## src/rtl/vdp_pkg.sv

```systemverilog
// Shared types and helpers for the text-mode renderer.
package vdp_pkg;

    typedef enum logic [2:0] {IDLE, FETCH_CHR, FETCH_GLY, EMIT, DONE} txt_state_t;

    // Apple II attribute: 00 inverse, 01 flashing, 1x normal.
    function automatic logic attr_invert(input logic [7:0] code, input logic flash_phase);
        if (code[7])
            return 1'b0;
        else if (code[6])
            return flash_phase;
        else
            return 1'b1;
    endfunction

    function automatic logic [15:0] apple_row_base(input logic [4:0] row);
        logic [15:0] r8;
        r8 = {14'd0, row[4:3]};
        return {6'd0, row[2:0], 7'd0} + (r8 << 5) + (r8 << 3);
    endfunction

endpackage

```

## src/rtl/txt_addr_gen.sv

```systemverilog
// Column / text-row / glyph-row counters and character buffer address.
module txt_addr_gen
    import vdp_pkg::*;
#(
    parameter int unsigned COLS       = 40,
    parameter int unsigned ROWS       = 24,
    parameter int unsigned GLYPH_H    = 8,
    parameter logic [15:0] TXT_BASE   = 16'h0400,
    parameter bit          INTERLEAVE = 1'b1
) (
    input  logic        clk,
    input  logic        res,
    input  logic        clear,
    input  logic        next_char,
    output logic [15:0] txt_adr,
    output logic [2:0]  glyph_row,
    output logic        last_char
);

    localparam int unsigned CW = (COLS > 1) ? $clog2(COLS) : 1;
    localparam int unsigned RW = (ROWS > 1) ? $clog2(ROWS) : 1;
    localparam int unsigned GW = (GLYPH_H > 1) ? $clog2(GLYPH_H) : 1;
    localparam logic [CW-1:0] COL_LAST = CW'(COLS - 1);
    localparam logic [RW-1:0] ROW_LAST = RW'(ROWS - 1);
    localparam logic [GW-1:0] GY_LAST  = GW'(GLYPH_H - 1);

    logic [CW-1:0] col;
    logic [RW-1:0] row;
    logic [GW-1:0] gy;
    logic [15:0]   row_base;

    always_ff @(posedge clk or negedge res) begin
        if (!res) begin
            col <= '0;
            row <= '0;
            gy  <= '0;
        end else if (clear) begin
            col <= '0;
            row <= '0;
            gy  <= '0;
        end else if (next_char) begin
            if (col == COL_LAST) begin
                col <= '0;
                if (gy == GY_LAST) begin
                    gy  <= '0;
                    row <= (row == ROW_LAST) ? '0 : row + RW'(1);
                end else begin
                    gy <= gy + GW'(1);
                end
            end else begin
                col <= col + CW'(1);
            end
        end
    end

    always_comb begin
        if (INTERLEAVE)
            row_base = apple_row_base(5'(row));
        else
            row_base = 16'(row * COLS);
        txt_adr   = TXT_BASE + row_base + 16'(col);
        glyph_row = 3'(gy);
        last_char = (col == COL_LAST) && (gy == GY_LAST) && (row == ROW_LAST);
    end

endmodule

```

## src/rtl/txt_render.sv

```systemverilog
// Text-mode renderer: character buffer -> glyph ROM -> RGB pixels into VRAM.
module txt_render
    import vdp_pkg::*;
#(
    parameter int unsigned COLS         = 40,
    parameter int unsigned ROWS         = 24,
    parameter int unsigned GLYPH_W      = 7,
    parameter int unsigned GLYPH_H      = 8,
    parameter logic [15:0] TXT_BASE     = 16'h0400,
    parameter bit          INTERLEAVE   = 1'b1,
    parameter int unsigned FLASH_FRAMES = 16,
    parameter bit          CONTINUOUS   = 1'b0
) (
    input  logic        clk,
    input  logic        res,
    input  logic        start,
    output logic        busy,
    output logic        frame_done,
    output logic [15:0] txt_adr,
    input  logic [7:0]  txt_q,
    output logic [10:0] crom_adr,
    input  logic [7:0]  crom_q,
    input  logic [23:0] fg_rgb,
    input  logic [23:0] bg_rgb,
    output logic [15:0] vram_wadr,
    output logic [23:0] vram_d,
    output logic        vram_we,
    input  logic        vram_ready
);

    localparam int unsigned PW = (GLYPH_W > 1) ? $clog2(GLYPH_W) : 1;
    localparam int unsigned FW = (FLASH_FRAMES > 1) ? $clog2(FLASH_FRAMES) : 1;
    localparam logic [PW-1:0] PX_LAST = PW'(GLYPH_W - 1);
    localparam logic [FW-1:0] FL_LAST = FW'(FLASH_FRAMES - 1);

    txt_state_t    state, state_nx;
    logic [PW-1:0] px;
    logic [7:0]    code;
    logic [15:0]   wadr;
    logic [FW-1:0] fcnt;
    logic          phase;
    logic          frame_start, accept, next_char, last_char, pix_lit;
    logic [2:0]    glyph_row, bit_idx;

    assign frame_start = (state == IDLE) && (start || CONTINUOUS);
    assign accept      = (state == EMIT) && vram_ready;
    assign next_char   = accept && (px == PX_LAST);
    assign bit_idx     = 3'(PX_LAST - px);
    assign pix_lit     = crom_q[bit_idx] ^ attr_invert(code, phase);
    assign vram_wadr   = wadr;

    txt_addr_gen #(
        .COLS       (COLS),
        .ROWS       (ROWS),
        .GLYPH_H    (GLYPH_H),
        .TXT_BASE   (TXT_BASE),
        .INTERLEAVE (INTERLEAVE)
    ) u_addr (
        .clk       (clk),
        .res       (res),
        .clear     (frame_start),
        .next_char (next_char),
        .txt_adr   (txt_adr),
        .glyph_row (glyph_row),
        .last_char (last_char)
    );

    always_ff @(posedge clk or negedge res) begin
        if (!res)
            state <= IDLE;
        else
            state <= state_nx;
    end

    always_comb begin
        state_nx = state;
        case (state)
            IDLE:      if (start || CONTINUOUS) state_nx = FETCH_CHR;
            FETCH_CHR: state_nx = FETCH_GLY;
            FETCH_GLY: state_nx = EMIT;
            EMIT:      if (next_char) state_nx = last_char ? DONE : FETCH_CHR;
            DONE:      state_nx = IDLE;
            default:   state_nx = IDLE;
        endcase
    end

    // crom_adr follows txt_q directly in FETCH_GLY and is then held from the
    // captured code, so crom_q stays valid for every pixel of the character.
    always_comb begin
        busy       = 1'b0;
        frame_done = 1'b0;
        vram_we    = 1'b0;
        vram_d     = '0;
        crom_adr   = {code, glyph_row};
        case (state)
            FETCH_CHR: busy = 1'b1;
            FETCH_GLY: begin
                busy     = 1'b1;
                crom_adr = {txt_q, glyph_row};
            end
            EMIT: begin
                busy    = 1'b1;
                vram_we = 1'b1;
                vram_d  = pix_lit ? fg_rgb : bg_rgb;
            end
            DONE:    frame_done = 1'b1;
            default: ;
        endcase
    end

    always_ff @(posedge clk or negedge res) begin
        if (!res) begin
            px    <= '0;
            code  <= '0;
            wadr  <= '0;
            fcnt  <= '0;
            phase <= 1'b0;
        end else begin
            if (state == FETCH_GLY)
                code <= txt_q;
            if (frame_start)
                wadr <= '0;
            else if (accept)
                wadr <= wadr + 16'd1;
            if (next_char)
                px <= '0;
            else if (accept)
                px <= px + PW'(1);
            if (state == DONE) begin
                if (fcnt == FL_LAST) begin
                    fcnt  <= '0;
                    phase <= ~phase;
                end else begin
                    fcnt <= fcnt + FW'(1);
                end
            end
        end
    end

endmodule

```

## config.mk

```make
export PLATFORM = sky130hd
export DESIGN_NAME = txt_render
export DESIGN_NICKNAME = d
export VERILOG_FILES = /design/src/rtl/vdp_pkg.sv /design/src/rtl/txt_addr_gen.sv /design/src/rtl/txt_render.sv
export SDC_FILE = /design/constraint.sdc
export NUM_CORES = 1
export LEC_CHECK = 0
export ABC_AREA = 1
export CORE_ASPECT_RATIO = 1.25
export CORE_MARGIN = 2
export CORE_UTILIZATION = 44
export DETAILED_ROUTE_END_ITERATION = 10
export GPL_ROUTABILITY_DRIVEN = 0
export GPL_TIMING_DRIVEN = 1
export PLACE_DENSITY_LB_ADDON = 0.3
export SYNTH_ARGS = -nofsm -noshare
export SYNTH_HDL_FRONTEND = slang
export SYNTH_SLANG_ARGS = --single-unit
export TNS_END_PERCENT = 10
```

## constraint.sdc

```tcl
create_clock -name clk -period 2.55 [get_ports clk]
set_clock_uncertainty 0.2 [all_clocks]
set_input_delay 0.255 -clock clk [delete_from_list [all_inputs] [get_ports clk]]
set_output_delay 0.255 -clock clk [all_outputs]
set_load 0.01 [all_outputs]
```

==> results of run 1 <==
==> state kept, by name, summed over array words and instances, names as in the netlist, 3 cells and up <==
name              cells
u_addr.row            5
state                 3
u_addr.glyph_row      3
vram_wadr            16
u_addr.col            6
code                  8
px                    3
fcnt                  4
==> through the flow <==
stage          instances  utilization [%]  hold WS [ns]
3_3_place_gp         698            65.45        0.1940
2_1_floorplan        475                -       -0.2406
3_5_place_dp         698            65.45        0.2004
4_1_cts              709            67.78        0.2807
6_report             710            68.87        0.2753
5_1_grt              710            68.87        0.3197
==> per-layer routing <==
layer	up-vias	global-route usage [%]
li1	1781	-
met1	1663	25.72
met2	167	41.94
met3	22	8.304
met4	0	9.206
met5	-	0
==> what timing repair did <==
action                                 in CTS  in global routing
endpoints found under the hold margin      49                  0
gates resized for setup                   101                 33
setup buffers                               2                  1
setup endpoints to repair                  37                 38
hold buffers                                1                  0
pin swaps                                   5                  9
==> cells in the mapped netlist (all sizes together), types with 7 or more instances <==
library cell	count	area (µm²)
inv	70	265.3
o21ai	25	125.1
xor2	9	78.83
mux2	7	78.83
a21oi	13	65.06
buf	15	108.9
nor2	82	339.1
dfrtp	49	1226
ha	12	150.1
nand2	100	407.9
nor3	9	56.31
nand4	7	43.79
nand3	55	300.3
==> report_power, final <==
group	switching (µW)	internal, µW
sequential	190	967
clock	283	395
combinational	2050	1840
==> area by class of cell <==
type	instances	area [µm²]
fill	582	2317
multi-input combinational	339	1946
timing repair buffer	152	1429
sequential	49	1232
inverter	70	267.8
tap	92	115.1
clock buffer	5	68.82
clock inverter	3	68.82
==> kinds of logic after synthesis <==
logic type / after synthesis
simple gates: 258
buf+inv: 87
flops: 49
compound gates: 46
fa+ha+maj: 13
xor+xnor: 11
mux: 7
other cells: 1
==> placed cells by master (no fill, tap or decap), drive strengths merged, types with 2 or more instances in the layout <==
cell,n
clkdlybuf4s50,102
nand2,100
nor2,82
inv,71
nand3,55
dfrtp,49
buf,37
o21ai,25
a21oi,13
ha,12
xor2,9
nor3,9
mux2,7
nand4,7
clkdlybuf4s15,6
clkbuf,6
conb,4
o21a,3
dlymetal6s2s,3
nor3b,3
bufinv,2
dlygate4sd2,2
xnor2,2
==> critical path, cell delays in order, from the launching register on <==
cell	delay, ns
dfrtp_2	0.41
inv_2	0.06
ha_4	0.30
inv_4	0.04
nand3_2	0.07
nand3_4	0.11
nand2_4	0.11
nand2_4	0.07
buf_6	0.14
nand3_1	0.06
nand2_1	0.08
nor2_1	0.10
clkdlybuf4s15_2	0.22
==> worst min-delay path by stage <==
| stage | from | to | slack, ns |
|---|---|---|---|
| 6_report | phase | phase | 0.28 |
| 5_1_grt | code[2] | code[2] | 0.32 |
| 4_1_cts | phase | phase | 0.28 |
| 3_5_place_dp | res | u_addr.glyph_row[0] | 0.20 |
| 3_3_place_gp | res | u_addr.row[2] | 0.19 |
| 2_1_floorplan | res | code[0] | -0.24 |
==> flow_summary.yaml, run 1 <==
setup_path:
  rrSetupSlack_ns: 0.52
  arrival_ns: 2.10
  crit_type: "register to primary output"
  critPathLaunch: "px[0]"
  required_ns: 2.10
  reg2reg_depth: 8
  start_kind: "register"
  regToRegStartpoint: "state[0]"
  worstSetupEndpoint: "vram_d[12]"
  worstSetupEndpointType: "primary output"
  crit_fanout: 7
  r2r_end: "u_addr.row[3]"
place:
  dpl.hpwl_um: 7595
  port_buffers: 133
  placed_area_mm2: 0.004872
  dp_slack_ns: -0.1920
sta:
  min_period_ns: 2.559
  fmax_mhz: 390.8
  rsz0062_at_grt: "yes"
  setup_viol: 1
  drv_slew: 0
  fin_ws_ns: -0.008934
  setup_tns_ns: -0.008934
  period_share_pct: 100.4
  slew_headroom_pct: 58.73
  finalHoldViolCount: 0
  worst_slew_pin_slew_ns: 0.6191
run_status:
  violations: "negative setup slack"
  status: "finished with violations"
global_route:
  grt_pass1_vias: 3493
  grt_remaining_overflow: 0
  grt_max_degree: 50
  antenna_found_initial: 0
  grtUsageTotal_pct: 23.75
  grt_pass1_wl_um: 15740
clock_network:
  cts_max_level: 2
  numCtsBuffers: 5
  path_clk_slew_ns: 0.10
  cts_sinks: 49
  clkLatencyLatePin_ns: 0.31
  cts_root_buf: "clkbuf_8"
  tritoncts: "built"
  clockBufferDepth: 2
yosys:
  yosys.area_share.adder_pct: 5.007
  synth-simple-area-share_pct: 34.94
  synth_xor_area_share_pct: 2.835
  synth_top_family_by_area: "simple AND/OR/NAND/NOR gates"
  synthMuxAreaShare_pct: 2.320
  yosys_warnings: 0
  avgSynthCellArea_um2: 7.200
  synth-edff-count: 0
  synth_compound_area_share_pct: 7.474
  syn_inst: 472
  synth_seq_area_share_pct: 36.08
  ys.flop_type: "dfrtp_1"
  synth_area_mm2: 0.003398
  synthArstFlopShare_pct: 100.0
  synth_cell_types: 39
  synth-seq-cells: 49
worst_hold_path:
  worst_hold_path.num_cells: 1
  hp-class: "register to register"
route:
  viasPerCell: 5.117
  met1_length_um: 3584
  via_count: 3633
  first_iter_violations: 109
  drt-total-wl_um: 9999
  highest_layer: "met4"
  drc: 0
  wl_met3_um: 1186
  drtPass1Iterations: 5
  wl_per_cell_um: 14.08
  wl_met2_um: 4954
  ant_nets: 0
die:
  placementRows: 35
  die_width_um: 82.61
  dieArea_mm2: 0.008447
  die_y_um: 102.3
  io_pins: 138
  core_region_area_mm2: 0.007445
  start_util_pct: 45.65
finish:
  drive_above_1_share_pct: 17.15
  n_antenna_cell: 0
  fin_area_mm2: 0.005127
  area_delta_synth_final_pct: 50.88
  nNetsFinal: 698
power_and_ir_drop:
  ir_worst_vdd_v: 0.001005
  p_leak_uw: 0.002626
  pwr_density_cell_mw_per_mm2: 1117
  power.total_uw: 5730
job:
  max-cap-violations: 0
(Power assumes the default switching activity.)
==> run 2: changes to the inputs <==
==> constraint.sdc (replaced) <==
create_clock -name clk -period 2.9 [get_ports clk]
set_clock_uncertainty 0.2 [all_clocks]
set_input_delay 0.29 -clock clk [delete_from_list [all_inputs] [get_ports clk]]
set_output_delay 0.29 -clock clk [all_outputs]
set_load 0.01 [all_outputs]
==> flow_summary.yaml, run 2 (synthesis gave the netlist of run 1 again) <==
clock_network:
  tritoncts: "built"
  clockBufferDepth: 2
  numCtsBuffers: 5
  cts_sinks: 49
  clkLatencyLatePin_ns: 0.30
  path_clk_slew_ns: 0.09
  cts_root_buf: "clkbuf_8"
  cts_max_level: 2
sta:
  min_period_ns: 2.769
  fmax_mhz: 361.1
  worst_slew_pin_slew_ns: 0.5858
  finalHoldViolCount: 0
  slew_headroom_pct: 60.64
  period_share_pct: 95.49
  setup_viol: 0
  drv_slew: 0
die:
  dieArea_mm2: 0.008447
  die_y_um: 102.3
  die_width_um: 82.61
  start_util_pct: 45.65
  placementRows: 35
  core_region_area_mm2: 0.007445
  io_pins: 138
route:
  ant_nets: 0
  drtPass1Iterations: 4
  via_count: 3478
  wl_per_cell_um: 13.70
  viasPerCell: 4.947
  first_iter_violations: 131
  drc: 0
  drt-total-wl_um: 9631
finish:
  mostFrequentLayoutCells: "clkdlybuf4s50_1, nand2_1, nor2_1"
  largest_reg_flops: 16
  nNetsFinal: 691
  area_delta_synth_final_pct: 47.31
  drive_above_1_share_pct: 9.984
  utilization_pct: 67.24
  mostFrequentLayoutCell: "clkdlybuf4s50_1"
  n_antenna_cell: 0
global_route:
  grt_pass1_wl_um: 15320
  grt_pass1_vias: 3390
  grtUsageTotal_pct: 23.22
  grt_max_degree: 32
  grt_remaining_overflow: 0
  antenna_found_initial: 0
setup_path:
  worstSetupEndpointType: "primary output"
  start_kind: "register"
  arrival_ns: 2.28
  crit_type: "register to primary output"
  crit_fanout: 24
  rrSetupSlack_ns: 0.85
  required_ns: 2.41
place:
  dpl.hpwl_um: 7503
  port_buffers: 133
power_and_ir_drop:
  ir_worst_vdd_v: 0.0007181
  power.total_uw: 4738
  pwr_density_cell_mw_per_mm2: 946.5
  p_leak_uw: 0.002646
worst_hold_path:
  hp-class: "primary input to async pin"
run_status:
  status: "completed"
job:
  max-cap-violations: 0
run 2: cell count changes in the layout (fill, tap and decap cells not counted), moves of 4 or more:
cell | before | now
buf_2 | 19 | 1
buf_6 | 4 | 0
clkdlybuf4s15_2 | 6 | 0
clkdlybuf4s50_1 | 102 | 107
dfrtp_1 | 44 | 48
dfrtp_2 | 5 | 1
dlygate4sd2_1 | 2 | 9
dlymetal6s2s_1 | 3 | 10
run 2: cell type report:
type	count	area (µm²)
inverters	70	265.3
well taps	92	115.1
multi-input cells	339	1853
clock buffers	6	82.58
flip-flops and latches	49	1227
clock inverters	2	37.54
fillers	626	2439
repair buffers	145	1425
run 2: final timing paths:
path,cells past startpoint,to,from
setup / recovery,12,vram_d[5],px[0]
hold / removal,2,u_addr.col[3],res
setup reg to reg,8,vram_wadr[15],state[2]
hold reg to reg,1,phase,phase
max in group asynchronous,3,code[4],res
min in group clk,1,phase,phase
run 2: per-stage QoR:
stage                     instances  area [µm²]  hold WS (ns)  setup WS [ns]  setup TNS [ns]
after floorplan                 475        3410       -0.2056         0.7138               0
after global placement          689        4792       0.05090         0.1208               0
after detailed placement        689        4792       0.05740        0.02014               0
after CTS                       703        4975        0.2616        -0.1276         -0.9591
after global routing            703        5006        0.2787       -0.01791        -0.03442
final                           703        5006        0.2562         0.1309               0
run 2: power by group:
| group | internal [µW] | switching [µW] |
|---|---|---|
| registers | 848 | 152 |
| logic | 1510 | 1730 |
| clock network | 281 | 224 |
| total | 2640 | 2100 |
run 2: layer usage:
metal | vias to the layer above | routed length, µm | track usage (%) | part of all wire, %
met1 | 1575 | 3886 | 26.96 | 40
met3 | 10 | 936 | 6.272 | 9.7
met2 | 130 | 4717 | 42.18 | 49
met5 | - | 0 | 0 | 0
li1 | 1763 | - | - | -
met4 | 0 | 91 | 5.170 | 0.94
run 2: critical path, cell delays in order (launching register included):
cell	delay, ns
dfrtp_1	0.42
inv_2	0.09
ha_4	0.29
inv_1	0.05
nand3_1	0.10
nand3_2	0.11
nand2_2	0.09
buf_4	0.13
nand2_8	0.11
nand3_1	0.10
nand2_1	0.05
nor2_1	0.15
clkdlybuf4s15_1	0.26
run 2: what timing repair did:
action / 4_1_cts / 5_1_grt
hold buffers: 1 / 0
gates resized for setup: 22 / 24
endpoints found under the hold margin: 18 / 0
pin swaps: 3 / 1
endpoints found under the setup margin: 24 / 26
setup buffers: 5 / 0
==> run 3: changes to the inputs <==
--- a/config.mk
+++ b/config.mk
@@ -13,6 +13,7 @@
 export GPL_ROUTABILITY_DRIVEN = 0
 export GPL_TIMING_DRIVEN = 1
 export PLACE_DENSITY_LB_ADDON = 0.3
+export SKIP_CTS_REPAIR_TIMING = 1
 export SYNTH_ARGS = -nofsm -noshare
 export SYNTH_HDL_FRONTEND = slang
 export SYNTH_SLANG_ARGS = --single-unit
==> flow_summary.yaml, run 3 (synthesis gave the netlist of run 1 again) <==
global_route:
  grt_remaining_overflow: 0
  antenna_found_initial: 0
  grtUsageTotal_pct: 22.69
  grt_pass1_vias: 3335
  grt_max_degree: 32
  grt_pass1_wl_um: 15080
route:
  met1_length_um: 3837
  viasPerCell: 4.989
  drt-total-wl_um: 9575
  highest_layer: "met4"
  first_iter_violations: 106
  wl_met2_um: 4718
  drc: 0
  via_count: 3502
  wl_per_cell_um: 13.64
  wl_met3_um: 950
  drtPass1Iterations: 4
  ant_nets: 0
finish:
  nNetsFinal: 690
  largest_reg_flops: 16
  mostFrequentLayoutCells: "clkdlybuf4s50_1, nand2_1, nor2_1"
  mostFrequentLayoutCell: "clkdlybuf4s50_1"
  fillCellCount: 618
  fin_area_mm2: 0.005051
  n_antenna_cell: 0
  area_delta_synth_final_pct: 48.64
  drive_above_1_share_pct: 9.180
setup_path:
  crit_fanout: 7
  required_ns: 2.41
  crit_path_top_delay_cell: "clkdlybuf4s50_1"
  critPathTopFamily: "buffers and inverters"
  worst-path-buf-inv: 3
  crit_chain: "buf_4, ha_1, xor2_1, nand3_2, nand3_2, buf_4, nand3_1, nand2_1, nor2_1, clkdlybuf4s50_1"
  arrival_ns: 2.56
  worstSetupEndpointType: "primary output"
  crit_type: "register to primary output"
  start_kind: "register"
  critPathMaxStageDelay_ns: 0.56
die:
  core_region_area_mm2: 0.007445
  io_pins: 138
  die_width_um: 82.61
  dieArea_mm2: 0.008447
  start_util_pct: 45.65
  placementRows: 35
  die_y_um: 102.3
power_and_ir_drop:
  pwr_density_cell_mw_per_mm2: 952.1
  ir_worst_vdd_v: 0.0007707
  p_leak_uw: 0.002751
clock_network:
  numCtsBuffers: 5
  cts_sinks: 49
  cts_root_buf: "clkbuf_8"
  clkLatencyLatePin_ns: 0.30
  path_clk_slew_ns: 0.09
  clockBufferDepth: 2
  tritoncts: "built"
  cts_max_level: 2
sta:
  finalHoldViolCount: 0
  setup_tns_ns: -0.3038
  min_period_ns: 3.053
  fin_ws_ns: -0.1533
  slew_headroom_pct: 60.83
  setup_viol: 3
  fmax_mhz: 327.5
  period_share_pct: 105.3
  worst_slew_pin_slew_ns: 0.5831
  drv_slew: 0
  rsz0062_at_grt: "yes"
  holdWs_ns: 0.2580
run_status:
  status: "finished with violations"
  violations: "negative setup slack"
place:
  dp_slack_ns: 0.02014
  placed_area_mm2: 0.004792
  dpl.hpwl_um: 7503
  port_buffers: 133
job:
  max-cap-violations: 0
worst_hold_path:
  hp-class: "primary input to async pin"
==> run 3: report_power, final <==
group	leakage (µW)	switching [µW]	total, µW	internal (µW)
logic	0.00208	1700	3310	1610
clock network	0.0000574	223	503	281
registers	0.000616	152	1000	848
total	0.00275	2070	4810	2740
==> run 3: metal layers <==
metal,track usage (%),vias up
li1,-,1762
met5,0,-
met3,6.449,8
met1,26.51,1594
met2,40.94,138
met4,4.792,0
==> run 3: path summary, 6_finish.rpt <==
kind                       depth (start not counted)  slack [ns]  startpoint             to
max in group asynchronous                          3        1.49         res        code[4]
min in group clk                                   1        0.28       phase          phase
setup reg to reg                                   8        0.85    state[2]  vram_wadr[15]
hold / removal                                     2        0.26         res  u_addr.col[3]
hold reg to reg                                    1        0.28       phase          phase
setup / recovery                                  10       -0.15       px[0]      vram_d[5]
==> run 3: per-stage QoR <==
step,cells,total power [µW],utilization (%)
after floorplan,475,2728,-
after detailed placement,689,4208,64.37
final,702,4809,67.85
after global routing,702,5235,67.85
after CTS,697,4729,65.98
after global placement,689,4152,64.37
==> run 3: area by class of cell <==
cell class,count,area [µm²],area share (%)
clock buffers,6,82.58,1.635
clock inverters,2,37.54,0.7431
inverters,70,265.3,5.251
multi-input cells,339,1844,36.51
flip-flops and latches,49,1227,24.30
well taps,92,115.1,2.279
repair buffers,144,1479,29.28
